<file path="config.mk">
export PLATFORM = sky130hd
export DESIGN_NAME = gray_step_monitor
export DESIGN_NICKNAME = d
export VERILOG_FILES = /design/src/rtl/gray_pkg.sv /design/src/rtl/gray_to_bin.sv /design/src/rtl/gray_step_monitor.sv
export SDC_FILE = /design/constraint.sdc
export NUM_CORES = 1
export LEC_CHECK = 0
export CORE_UTILIZATION = 47
export CTS_BUF_LIST = sky130_fd_sc_hd__clkbuf_4 sky130_fd_sc_hd__clkbuf_8
export CTS_CLUSTER_DIAMETER = 150
export DETAILED_ROUTE_END_ITERATION = 8
export PLACE_DENSITY_LB_ADDON = 0.05
export SYNTH_ARGS = -nofsm -noshare
export SYNTH_HDL_FRONTEND = slang
export SYNTH_SLANG_ARGS = --single-unit
</file>
<file path="constraint.sdc">
create_clock -name clk -period 4.1 [get_ports clk]
set_input_delay 0.615 -clock clk [delete_from_list [all_inputs] [get_ports clk]]
set_output_delay 0.615 -clock clk [all_outputs]
set_load 0.1 [all_outputs]
</file>
<file path="src/rtl/gray_pkg.sv">
// Shared types and constants for the Gray-code step monitor.
// Holds the tracking FSM state encoding and the step classification.
package gray_pkg;

    localparam int DEFAULT_WIDTH = 3;
    localparam int COUNT_WIDTH   = 8;
    localparam logic [COUNT_WIDTH-1:0] COUNT_MAX = '1;

    typedef enum logic [1:0] {
        INIT  = 2'd0,
        TRACK = 2'd1,
        ERROR = 2'd2
    } state_t;

    typedef enum logic [1:0] {
        STEP_NONE    = 2'd0,
        STEP_UP      = 2'd1,
        STEP_DOWN    = 2'd2,
        STEP_ILLEGAL = 2'd3
    } step_t;

endpackage

</file>
<file path="src/rtl/gray_to_bin.sv">
// Combinational reflected-Gray to binary decoder with a plain-binary bypass.
// Each binary bit is the XOR of its own Gray bit and every more significant one.
module gray_to_bin
    import gray_pkg::*;
#(
    parameter int WIDTH = DEFAULT_WIDTH
) (
    input  logic [WIDTH-1:0] code,
    input  logic             select,
    output logic [WIDTH-1:0] bin
);

    logic [WIDTH-1:0] decoded;

    // NOTE: every always_comb output gets a default first so no path can infer a latch.
    always_comb begin
        decoded = '0;
        for (int i = 0; i < WIDTH; i++) begin
            decoded[i] = ^(code >> i);
        end
        bin = select ? decoded : code;
    end

endmodule

</file>
<file path="src/rtl/gray_step_monitor.sv">
// Synchronizes an asynchronous Gray/binary code word, decodes it, and checks that
// each new value is a single up or down step from the previous one (with wrap).
module gray_step_monitor
    import gray_pkg::*;
#(
    parameter int WIDTH = DEFAULT_WIDTH
) (
    input  logic             clk,
    input  logic             reset,
    input  logic [WIDTH-1:0] gray_in,
    input  logic             select,
    input  logic             clr_err,
    output logic [WIDTH-1:0] bin_out,
    output logic             change,
    output logic             dir,
    output logic             step_err,
    output logic [7:0]       step_count
);

    localparam logic [WIDTH-1:0] STEP_ONE = WIDTH'(1);

    logic [WIDTH-1:0] s1;
    logic [WIDTH-1:0] s2;
    logic             sel_q;
    state_t           state;

    logic [WIDTH-1:0] d;
    logic [WIDTH-1:0] delta;
    logic             moved;
    logic             sel_flip;
    step_t            step;

    state_t           state_n;
    logic             dir_n;
    logic             err_n;
    logic [7:0]       count_n;

    // Decode always uses the registered select so the mode is stable for a whole cycle.
    gray_to_bin #(
        .WIDTH (WIDTH)
    ) u_gray_to_bin (
        .code   (s2),
        .select (sel_q),
        .bin    (d)
    );

    assign moved    = (d != bin_out);
    assign delta    = d - bin_out;
    assign sel_flip = (select != sel_q);

    always_comb begin
        step = STEP_NONE;
        if (moved) begin
            if (delta == STEP_ONE) begin
                step = STEP_UP;
            end else if (delta == '1) begin
                step = STEP_DOWN;
            end else begin
                step = STEP_ILLEGAL;
            end
        end
    end

    always_comb begin
        state_n = state;
        dir_n   = dir;
        err_n   = step_err;
        count_n = step_count;

        case (state)
            INIT: begin
                state_n = TRACK;
            end
            TRACK: begin
                // A mode switch re-baselines instead of judging a step across two encodings.
                if (!sel_flip) begin
                    case (step)
                        STEP_UP: begin
                            dir_n   = 1'b1;
                            count_n = (step_count == COUNT_MAX) ? step_count : step_count + 8'd1;
                        end
                        STEP_DOWN: begin
                            dir_n   = 1'b0;
                            count_n = (step_count == COUNT_MAX) ? step_count : step_count + 8'd1;
                        end
                        STEP_ILLEGAL: begin
                            err_n   = 1'b1;
                            state_n = ERROR;
                        end
                        default: ;
                    endcase
                end
            end
            ERROR: begin
                if (clr_err) begin
                    err_n   = 1'b0;
                    state_n = INIT;
                end
            end
            default: begin
                state_n = INIT;
            end
        endcase

        if (sel_flip) begin
            state_n = INIT;
        end

        if (state_n == INIT) begin
            count_n = '0;
        end
    end

    // NOTE: sequential state uses non-blocking assignments so every register samples pre-edge values.
    always_ff @(posedge clk) begin
        if (reset) begin
            s1         <= '0;
            s2         <= '0;
            sel_q      <= 1'b0;
            bin_out    <= '0;
            change     <= 1'b0;
            dir        <= 1'b1;
            step_err   <= 1'b0;
            step_count <= '0;
            state      <= INIT;
        end else begin
            s1         <= gray_in;
            s2         <= s1;
            sel_q      <= select;
            bin_out    <= d;
            change     <= moved;
            dir        <= dir_n;
            step_err   <= err_n;
            step_count <= count_n;
            state      <= state_n;
        end
    end

endmodule

</file>
==> results.py <==
metrics = {
    "run_status": {
        "outcome": "finished, final reports clean",
    },
    "pwr": {
        "p_per_area_nw_per_um2": 335,
        "vdd_drop_max_mv": 0.276,
        "leakagePower_nw": 0.474,
        "finalPower_mw": 0.433,
    },
    "sta": {
        "hold_viol_final": 0,
        "worst_hold_slack_ps": 450,
        "layout_min_cycle_time_ps": 3720,
        "setup_viol": 0,
        "fin_setup_tns_ps": 0,
        "maxSlewViolCount": 0,
        "fmax_ghz": 0.269,
        "slew_headroom": 0.356,
        "clock_skew_ps": 6.95,
        "worstMarginPinSlew_ps": 964,
        "grt_setup_unrepaired": "false",
        "post-route-period-util": 0.908,
    },
    "logic_synthesis": {
        "syn_area_um2": 1040,
        "synth.net_count": 127,
        "yosys_warnings": 0,
        "ys_seq_elements": 23,
        "yosysSeqAreaShare": 0.443,
        "syn-instance-count": 114,
        "yosysTopAreaCell": "dfxtp_1",
        "synth.area.top_cells": "dfxtp_1 44%, ha_1 6.0%, nor2b_1 4.8%, nor2_1 4.7%, xor2_1 3.4%",
        "synth_top_cell_area_share": 0.443,
        "synth.avg_cell_area_um2": 9.12,
        "ys_types": 35,
    },
    "hold_path": {
        "min_path_type": "reg -> reg",
        "holdPathEnd": "s2[1]",
        "hold_depth": 1,
        "min-delay-start": "s1[1]",
    },
    "critical_path": {
        "reg2reg_slack_ps": 380,
        "path_class": "reg -> reg",
        "cp-end-kind": "flop",
        "cp_max_fo": 4,
        "timing.rr.end": "step_count[5]",
        "timing.rr.start": "s2[2]",
        "worst_setup_path_start_kind": "flop",
        "critPathRequiredTime_ps": 4350,
        "r2r_cells": 13,
        "crit_arrival_ps": 3980,
    },
    "clock_network": {
        "cts_setup_buffers": 0,
        "cts.clk_slew.worst_paths_ps": 120,
        "cts-root-buf": "clkbuf_4",
        "clock_latency_ps": 310,
        "h-tree-depth": 1,
        "clock_path_buffers": 2,
        "numCtsBuffers": 3,
        "cts_tree": "built",
        "cts_sinks": 23,
        "cts_resized": 0,
        "holdBufCountCts": 0,
    },
    "final_layout": {
        "final_nets": 149,
        "layout-drive-gt1-share": 0.0519,
        "antenna_cells": 0,
        "final_common_cell": "dfxtp_1",
        "fillers": 187,
        "synthToLayoutAreaGrowth_pct": 24.3,
        "layout_common_cells": "23 x dfxtp_1, 20 x clkdlybuf4s50_1, 13 x nor2_1",
    },
    "drt": {
        "antenna_left": 0,
        "vias": 859,
        "remaining_drc_errors": 0,
        "vias_per_cell": 5.30,
        "wl_per_cell_um": 11.4,
        "routed_wl_mm": 1.84,
        "firstDrtPassIters": 4,
        "drt_iter0_drc": 24,
    },
    "die": {
        "die_x_um": 49.0,
        "die_y_um": 49.0,
        "rows": 16,
        "initial_core_util": 0.514,
        "ioPinCount": 21,
        "die_area_um2": 2400,
        "core_area_um2": 2020,
    },
    "global_route": {
        "grt_pass1_vias": 721,
        "grt_start_max_net_pins": 18,
        "grt_pass1_wl_mm": 3.19,
        "gr-usage-all-layers": 0.177,
        "antenna_found_initial": 0,
        "grt_overflow": 0,
    },
    "place": {
        "portBuffers": 20,
        "gp_congestion": 0.859,
        "hpwl_mm": 1.33,
    },
    "flow_run": {
        "maxCapViolCount": 0,
    },
}
==> registers in the layout, indices dropped and copies added, names as in the netlist <==
signal and cells:
change 1, sel_q 1, s2 3, state 2, bin_out 3, dir 1
step_err 1, s1 3, step_count 8
==> how the worst max path moves through the flow <==
stage	slack (ps)	to	start	cells past startpoint
2_1_floorplan	370	step_count[5]	bin_out[0]	9
6_report	380	step_count[5]	s2[2]	13
5_1_grt	150	step_count[5]	s2[2]	13
3_3_place_gp	520	step_count[5]	s2[2]	13
4_1_cts	380	step_count[5]	s2[2]	13
3_5_place_dp	420	step_count[5]	s2[2]	13
==> Yosys cell counts (all sizes together) <==
master   n
a211o    1
a211oi   1
a21o     1
a21oi    5
a22o     2
a31oi    2
a32oi    1
and3     1
clkbuf   3
dfxtp   23
fa       1
ha       5
inv      4
nand2    6
nand3    3
nand3b   1
nand4    1
nor2    13
nor2b    8
nor3     6
nor3b    1
nor4     1
nor4b    1
o2111a   1
o211ai   1
o21a     1
o21ai    5
o311a    1
o31ai    2
or2      1
or3      4
or3b     1
or4      1
xnor2    1
xor2     4
==> power breakdown <==
group          switching [mW]  leakage, nW  total, mW  internal, mW
Sequential            0.00515        0.188      0.237         0.232
Combinational          0.0556        0.268     0.0869        0.0313
Clock                  0.0652       0.0184      0.110        0.0447
Total                   0.126        0.474      0.433         0.308
==> worst max-delay path, cell delays in order, from the launching register on <==
cell and delay, ps:
dfxtp_1 420, xor2_1 150, nand2_1 70, xor2_1 150
ha_1 200, fa_1 550, nor2_1 60, a22o_1 190
a21o_1 190, ha_1 290, or3b_4 390, or4_4 500
or3_1 350, a21oi_1 150
==> routing by layer <==
layer	vias to the layer above	wire length, um	global-route usage
li1	449	-	-
met1	382	931	0.245
met2	23	769	0.252
met3	5	96	0.0374
met4	0	42	0.103
met5	-	0	0
==> cell families (layout without fill, tap and decap cells) <==
group                    Yosys count  count (layout)  share of synthesized area
XOR/XNOR                           5               5                     0.0421
AO/OA/AOI/OAI                     24              24                      0.158
buffers and inverters              7              28                     0.0253
AND/OR/NAND/NOR                   49              49                      0.253
adder cells (fa/ha/maj)            6               6                     0.0794
flip-flops                        23              23                      0.443
==> final cells by class <==
cell class              count  area [um^2]  area share
repair buffers             20          200       0.155
clock buffers               4         30.0      0.0232
inverters                   4         15.0      0.0116
well taps                  27         33.8      0.0261
flip-flops and latches     23          460       0.356
multi-input cells          84          553       0.428
==> stage by stage <==
stage	std cells	setup slack (ps)	cell area, um^2	util
after floorplan	114	367	1040	-
after global placement	158	520	1260	0.624
after detailed placement	158	419	1260	0.624
after CTS	162	376	1290	0.639
after global routing	162	151	1290	0.639
final	162	376	1290	0.639
(Power assumes the default switching activity.)
